===== config.mk =====
export PLATFORM = sky130hd
export DESIGN_NAME = nco_voice_flat
export DESIGN_NICKNAME = d
export VERILOG_FILES = /design/src/rtl/nco_pkg.sv /design/src/rtl/nco_voice_if.sv /design/src/rtl/nco_voice_clk_div.sv /design/src/rtl/nco_voice.sv /design/src/flat_wrapper.sv
export SDC_FILE = /design/constraint.sdc
export NUM_CORES = 1
export LEC_CHECK = 0
export ABC_AREA = 1
export CAP_MARGIN = 20
export CORE_ASPECT_RATIO = 0.7
export CORE_MARGIN = 5
export CORE_UTILIZATION = 30
export DETAILED_ROUTE_END_ITERATION = 8
export PLACE_DENSITY = 0.54
export SYNTH_ARGS = -nofsm -noshare
export SYNTH_HDL_FRONTEND = slang
export SYNTH_SLANG_ARGS = --single-unit

===== constraint.sdc =====
create_clock -name master_clk -period 16.3 [get_ports master_clk]
set_clock_uncertainty 0.1 [all_clocks]
set_input_delay 4.075 -clock master_clk [delete_from_list [all_inputs] [get_ports master_clk]]
set_output_delay 4.075 -clock master_clk [all_outputs]
set_load 0.05 [all_outputs]

===== src/rtl/nco_pkg.sv =====
// rtl/nco_pkg.sv - shared widths, sample type and quarter-wave sine ROM for nco_voice
package nco_pkg;

   localparam int LUT_BITS   = 8;
   localparam int FRAC_BITS  = 16;
   localparam int PHASE_BITS = 32;

   typedef logic signed [15:0] sample_t;

   // round(32767*sin(2*pi*k/256)) for k = 0..64; the other three quadrants are folded from it
   localparam sample_t QUARTER_SINE [0:64] = '{
      16'sd0,     16'sd804,   16'sd1608,  16'sd2410,  16'sd3212,  16'sd4011,  16'sd4808,  16'sd5602,
      16'sd6393,  16'sd7179,  16'sd7962,  16'sd8739,  16'sd9512,  16'sd10278, 16'sd11039, 16'sd11793,
      16'sd12539, 16'sd13279, 16'sd14010, 16'sd14732, 16'sd15446, 16'sd16151, 16'sd16846, 16'sd17530,
      16'sd18204, 16'sd18868, 16'sd19519, 16'sd20159, 16'sd20787, 16'sd21403, 16'sd22005, 16'sd22594,
      16'sd23170, 16'sd23731, 16'sd24279, 16'sd24811, 16'sd25329, 16'sd25832, 16'sd26319, 16'sd26790,
      16'sd27245, 16'sd27683, 16'sd28105, 16'sd28510, 16'sd28898, 16'sd29268, 16'sd29621, 16'sd29956,
      16'sd30273, 16'sd30571, 16'sd30852, 16'sd31113, 16'sd31356, 16'sd31580, 16'sd31785, 16'sd31971,
      16'sd32137, 16'sd32285, 16'sd32412, 16'sd32521, 16'sd32609, 16'sd32678, 16'sd32728, 16'sd32757,
      16'sd32767
   };

   function automatic sample_t sine_lut(input logic [LUT_BITS-1:0] idx);
      logic [6:0] k;
      sample_t    mag;
      k   = idx[6] ? (7'd64 - {1'b0, idx[5:0]}) : {1'b0, idx[5:0]};
      mag = QUARTER_SINE[k];
      return idx[7] ? -mag : mag;
   endfunction

endpackage


===== src/rtl/nco_voice_if.sv =====
// rtl/nco_voice_if.sv - control and sample bundle between the NCO voice and its user
interface nco_voice_if;
   import nco_pkg::*;

   logic                    nco_mute;
   logic [PHASE_BITS-1:0]   accumulator_increment_value;
   logic                    sample_clk_en;
   logic                    bit_clk_en;
   sample_t                 sample_output;
   logic signed [PHASE_BITS-1:0] accumulator_value;
   sample_t                 sample_li_offset;

   modport master (
      output nco_mute, accumulator_increment_value,
      input  sample_clk_en, bit_clk_en, sample_output, accumulator_value, sample_li_offset
   );

   modport slave (
      input  nco_mute, accumulator_increment_value,
      output sample_clk_en, bit_clk_en, sample_output, accumulator_value, sample_li_offset
   );

endinterface


===== src/rtl/nco_voice_clk_div.sv =====
// rtl/nco_voice_clk_div.sv - master clock divider producing sample and bit strobes
module clk_div #(
   parameter int SAMPLE_DIV = 512,
   parameter int BIT_DIV    = 8
) (
   input  logic master_clk,
   input  logic rst,
   output logic sample_clk_en,
   output logic bit_clk_en
);

   localparam int CNT_W = 9;

   logic [CNT_W-1:0] cnt;

   always_ff @(posedge master_clk or negedge rst) begin
      if (!rst) begin
         cnt <= '0;
      end else if (cnt == CNT_W'(SAMPLE_DIV - 1)) begin
         cnt <= '0;
      end else begin
         cnt <= cnt + CNT_W'(1);
      end
   end

   // both strobes decode the same counter, so the last bit of a frame lands on the sample strobe
   assign sample_clk_en = (cnt == CNT_W'(SAMPLE_DIV - 1));
   assign bit_clk_en    = ((int'(cnt) % BIT_DIV) == (BIT_DIV - 1));

endmodule


===== src/rtl/nco_voice.sv =====
// rtl/nco_voice.sv - single-voice phase accumulator with linearly interpolated sine lookup
module nco_voice
   import nco_pkg::*;
#(
   parameter int SAMPLE_DIV = 512,
   parameter int BIT_DIV    = 8
) (
   input  logic        master_clk,
   input  logic        rst,
   nco_voice_if.slave  bus
);

   logic sample_clk_en;
   logic bit_clk_en;

   clk_div #(
      .SAMPLE_DIV (SAMPLE_DIV),
      .BIT_DIV    (BIT_DIV)
   ) u_clk_div (
      .master_clk    (master_clk),
      .rst           (rst),
      .sample_clk_en (sample_clk_en),
      .bit_clk_en    (bit_clk_en)
   );

   logic [PHASE_BITS-1:0] acc;
   sample_t               sample_q;
   sample_t               off_q;

   logic [LUT_BITS-1:0]   idx;
   logic [LUT_BITS-1:0]   idx_nxt;
   logic [FRAC_BITS-1:0]  frac;
   sample_t               cur;
   sample_t               nxt;
   sample_t               off;
   sample_t               sum;
   logic signed [16:0]    diff;
   logic signed [32:0]    prod;
   logic signed [17:0]    sum_wide;

   always_comb begin
      idx      = acc[PHASE_BITS-1 -: LUT_BITS];
      idx_nxt  = idx + LUT_BITS'(1);
      frac     = acc[PHASE_BITS-LUT_BITS-1 -: FRAC_BITS];
      cur      = sine_lut(idx);
      nxt      = sine_lut(idx_nxt);
      diff     = 17'(nxt) - 17'(cur);
      prod     = 33'(diff) * 33'($signed({1'b0, frac}));
      // bits [31:16] are the arithmetic >>>16 truncated to 16 bits, i.e. floor toward -inf
      off      = prod[31:16];
      sum_wide = 18'(cur) + 18'(off);
      if (sum_wide > 18'sd32767) begin
         sum = 16'sh7fff;
      end else if (sum_wide < -18'sd32768) begin
         sum = 16'sh8000;
      end else begin
         sum = sum_wide[15:0];
      end
   end

   // accumulator advances even when muted so the phase stays continuous
   always_ff @(posedge master_clk or negedge rst) begin
      if (!rst) begin
         acc      <= '0;
         sample_q <= '0;
         off_q    <= '0;
      end else if (sample_clk_en) begin
         acc      <= acc + bus.accumulator_increment_value;
         sample_q <= bus.nco_mute ? '0 : sum;
         off_q    <= off;
      end
   end

   assign bus.sample_clk_en     = sample_clk_en;
   assign bus.bit_clk_en        = bit_clk_en;
   assign bus.sample_output     = sample_q;
   assign bus.accumulator_value = $signed(acc);
   assign bus.sample_li_offset  = off_q;

endmodule


===== src/flat_wrapper.sv =====
// flat-port wrapper written by rule: the top's interface ports become plain ports
module nco_voice_flat import nco_pkg::*;
#(
   parameter int SAMPLE_DIV = 512,
   parameter int BIT_DIV    = 8
)
  (master_clk, rst, bus_nco_mute, bus_accumulator_increment_value, bus_sample_clk_en, bus_bit_clk_en, bus_sample_output, bus_accumulator_value, bus_sample_li_offset);
  nco_voice_if bus_i ();
  input  logic master_clk;
  input  logic rst;
  input wire logic [$bits(bus_i.nco_mute)-1:0] bus_nco_mute;
  input wire logic [$bits(bus_i.accumulator_increment_value)-1:0] bus_accumulator_increment_value;
  output wire logic [$bits(bus_i.sample_clk_en)-1:0] bus_sample_clk_en;
  output wire logic [$bits(bus_i.bit_clk_en)-1:0] bus_bit_clk_en;
  output wire logic [$bits(bus_i.sample_output)-1:0] bus_sample_output;
  output wire logic [$bits(bus_i.accumulator_value)-1:0] bus_accumulator_value;
  output wire logic [$bits(bus_i.sample_li_offset)-1:0] bus_sample_li_offset;
  assign bus_i.nco_mute = bus_nco_mute;
  assign bus_i.accumulator_increment_value = bus_accumulator_increment_value;
  assign bus_sample_clk_en = bus_i.sample_clk_en;
  assign bus_bit_clk_en = bus_i.bit_clk_en;
  assign bus_sample_output = bus_i.sample_output;
  assign bus_accumulator_value = bus_i.accumulator_value;
  assign bus_sample_li_offset = bus_i.sample_li_offset;
  nco_voice #(.SAMPLE_DIV(SAMPLE_DIV), .BIT_DIV(BIT_DIV)) u_core (.master_clk(master_clk), .rst(rst), .bus(bus_i));
endmodule

==> run metrics <==
Core Area about 67000 um^2; final non-filler cell area 22440 um^2; Async SR Flop Fraction 1.000; post_cts resized 0; EDFF count, synth 0; post-synthesis cell type count 59; largest net degree at the start of global routing 81; sequential fraction of the synthesis area 0.09030; Worst VDD drop between 0.05 and 0.06 mV; yosys warns 0; number of I/O port buffers 100; DR pass1 iterations 6; crit end category flop; FILL cells 7290; gr ovfl total 0; # Post-CTS Setup Buffers 0; root buffer selected by CTS clkbuf_16; # clock sinks 73; fraction of the cycle the final worst path needs 0.8978; crit path time final approximately 15 ns; dominant synthesized flop cell dfrtp_1; gp weighted congestion 0.9361; CTS H-Tree Depth 3; Ports about 100; Starting Density 0.3037; cell total after placement around 3900; Num CTS Buffers 9; first-pass GRT wire length 109600 um; Final Non-Filler Cells between 3000 and 4000; Critical Path Fanout Max 23; initial antenna violation count 1; Setup TNS Final 0 ns; final hold viol count 0; CTS Hold Bufs 0; Critical Setup Path Class reg -> reg; CP Launch Type flop; Setup-failing EPs final 0; sw power 133.6 uW; synth top area cells fa_1, nand2_1, ha_1; cell family with the largest share of critical-path delay adder cells; Commonest cells post-synth nand2_1, inv_1, nor2_1; layout cell share with drive strength beyond 1 0.04186; Crit path depth 71; Most common cell on crit path nand2_1; Worst slew margin 0.3404; mapped cell area 20230 um^2; Syn Area/Cell approximately 6.9 um^2; die area 72810 um^2; share of the synthesized area in the top cell type 0.2612; met2 wire length 26420 um; row count slightly below 80; top-count cell post-synth nand2_1; Gate power share 0.116; vias in the first global route ~18000; internal cell power 344.3 uW; final WL 69130 um; Clock Pin Slew Worst Setup and Hold Paths roughly 0.09 ns; syn nets 3397; Avg Vias per Cell about 4.9; Die X 320.4 um; Clk pwr share 0.506; area added between synthesis and finish 10.92%; clk_lat worst skew 0.39 ns; WHS Path Cells 1; CTS tree done; reg2reg path depth 71; CP max stage delay a little under 0.8 ns; Post-DP HPWL 57240 um; sw frac 0.2796; DRC errors left 0; wire length on met1 34500 um; Leak 12.36 nW; vias 18990; critical path required time 16.48 ns; Power Dens Cells 21.30 nW/um^2; Pins Over Slew Limit 0; flops & latches, synth 73; average wire per standard cell 17.83 um; initial DRC count ~1900; synthesized instance count 2924; internal reg-to-reg setup slack 1.67 ns; max_cap viols 0; antenna-violating nets left 0; min-delay worst type reg -> reg; slowest CP cell xor2_1; Longest Clk Path Bufs 2; worst slew pin tran 0.9874 ns; status completed; final net count 3454; Fmax 0.06833 GHz; WP buf/inv 18; RSZ-0062 raised after global routing no; Reg power frac 0.379; cell taking the most area after synthesis fa_1; total track usage 0.1913; Die H 227.3 um; met3 WL 7699 um; area post-placement 22090 um^2; DR top layer met5; Worst EP arrival around 15 ns
## power groups by stage
stage / Sequential, mW / Combinational [mW] / Clock (mW)
detailed placement: 0.185 / 0.0547 / 0
global route: 0.181 / 0.0620 / 0.259
floorplan: 0.185 / 0.0301 / 0
CTS: 0.181 / 0.0551 / 0.250
finish: 0.181 / 0.0552 / 0.242
global placement: 0.185 / 0.0550 / 0
## cell families after synthesis
| group | after synthesis | share of synthesized area |
|---|---|---|
| buf+inv | 668 | 0.1299 |
| flops | 73 | 0.09030 |
| simple gates | 1296 | 0.2707 |
| fa+ha+maj | 438 | 0.3689 |
| xor+xnor | 91 | 0.04107 |
| compound gates | 358 | 0.09920 |
## worst paths after layout
kind | endpoint | start
max reg2reg | u_core.bus.sample_output[2] | u_core.bus.accumulator_value[24]
min | u_core.u_clk_div.cnt[0] | u_core.u_clk_div.cnt[0]
max in group asynchronous | u_core.bus.accumulator_value[12] | rst
min in group asynchronous | u_core.bus.sample_li_offset[14] | rst
min reg2reg | u_core.u_clk_div.cnt[0] | u_core.u_clk_div.cnt[0]
max | u_core.bus.sample_output[2] | u_core.bus.accumulator_value[24]
## cell type report
type	instances	area [um^2]	area share
antenna	1	2.502	0.0001115
clock buffer	10	239.0	0.01065
clock inverter	6	97.59	0.004349
inverter	595	2233	0.09953
multi-input combinational	2183	15790	0.7035
sequential	73	1827	0.08141
tap	891	1115	0.04968
timing repair buffer	119	1139	0.05074
## layout by cell type (no fill, tap or decap), types with 12 or more instances in the layout
| cell | synthesis | routed |
|---|---|---|
| nand2_1 | 714 | 714 |
| inv_1 | 568 | 568 |
| nor2_1 | 266 | 266 |
| fa_1 | 264 | 264 |
| nand3_1 | 197 | 197 |
| ha_1 | 174 | 173 |
| o21ai_0 | 136 | 136 |
| a21oi_1 | 130 | 130 |
| clkdlybuf4s50_1 | 0 | 99 |
| dfrtp_1 | 73 | 73 |
| xor2_1 | 56 | 55 |
| xnor2_1 | 32 | 32 |
| nor3_1 | 22 | 22 |
| or2_2 | 19 | 19 |
| buf_4 | 13 | 19 |
| nand2_2 | 17 | 17 |
| nand4_1 | 16 | 16 |
| inv_2 | 15 | 15 |
| a31oi_1 | 12 | 12 |
| o21bai_1 | 12 | 12 |
| clkinv_1 | 12 | 12 |
## per-layer routing
metal  track usage  vias to the layer above
li1              -                     9152
met1        0.3011                     9018
met2        0.2622                      779
met3       0.06088                       40
met4       0.01673                        2
met5             0                        -
## worst register-to-register path: cells and delay by family, from the launching register on
kind                     cells  cell delay (ns)
XOR/XNOR                     1             0.78
flip-flops                   1             0.33
adder cells (fa/ha/maj)     12             4.82
AND/OR/NAND/NOR             27             3.17
AO/OA/AOI/OAI               13             2.85
buffers and inverters       18             2.47
## metrics by stage
| stage | utilization | hold WS [ns] | setup slack, ns | power, mW |
|---|---|---|---|---|
| 3_5_place_dp | 0.3316 | 0.3633 | 1.894 | 0.2393 |
| 2_1_floorplan | - | 0.3329 | 4.141 | 0.2146 |
| 5_1_grt | 0.3368 | 0.3852 | 0.3715 | 0.5019 |
| 4_1_cts | 0.3367 | 0.3702 | 1.838 | 0.4865 |
| 3_3_place_gp | 0.3316 | 0.3567 | 1.946 | 0.2396 |
| 6_report | 0.3368 | 0.3613 | 1.665 | 0.4780 |
## registers in the layout (all words and copies together) (netlist names)
register	count
u_core.u_clk_div.cnt	9
u_core.bus.accumulator_value	32
u_core.bus.sample_output	16
u_core.bus.sample_li_offset	16
Power figures use the tool's default switching activity.
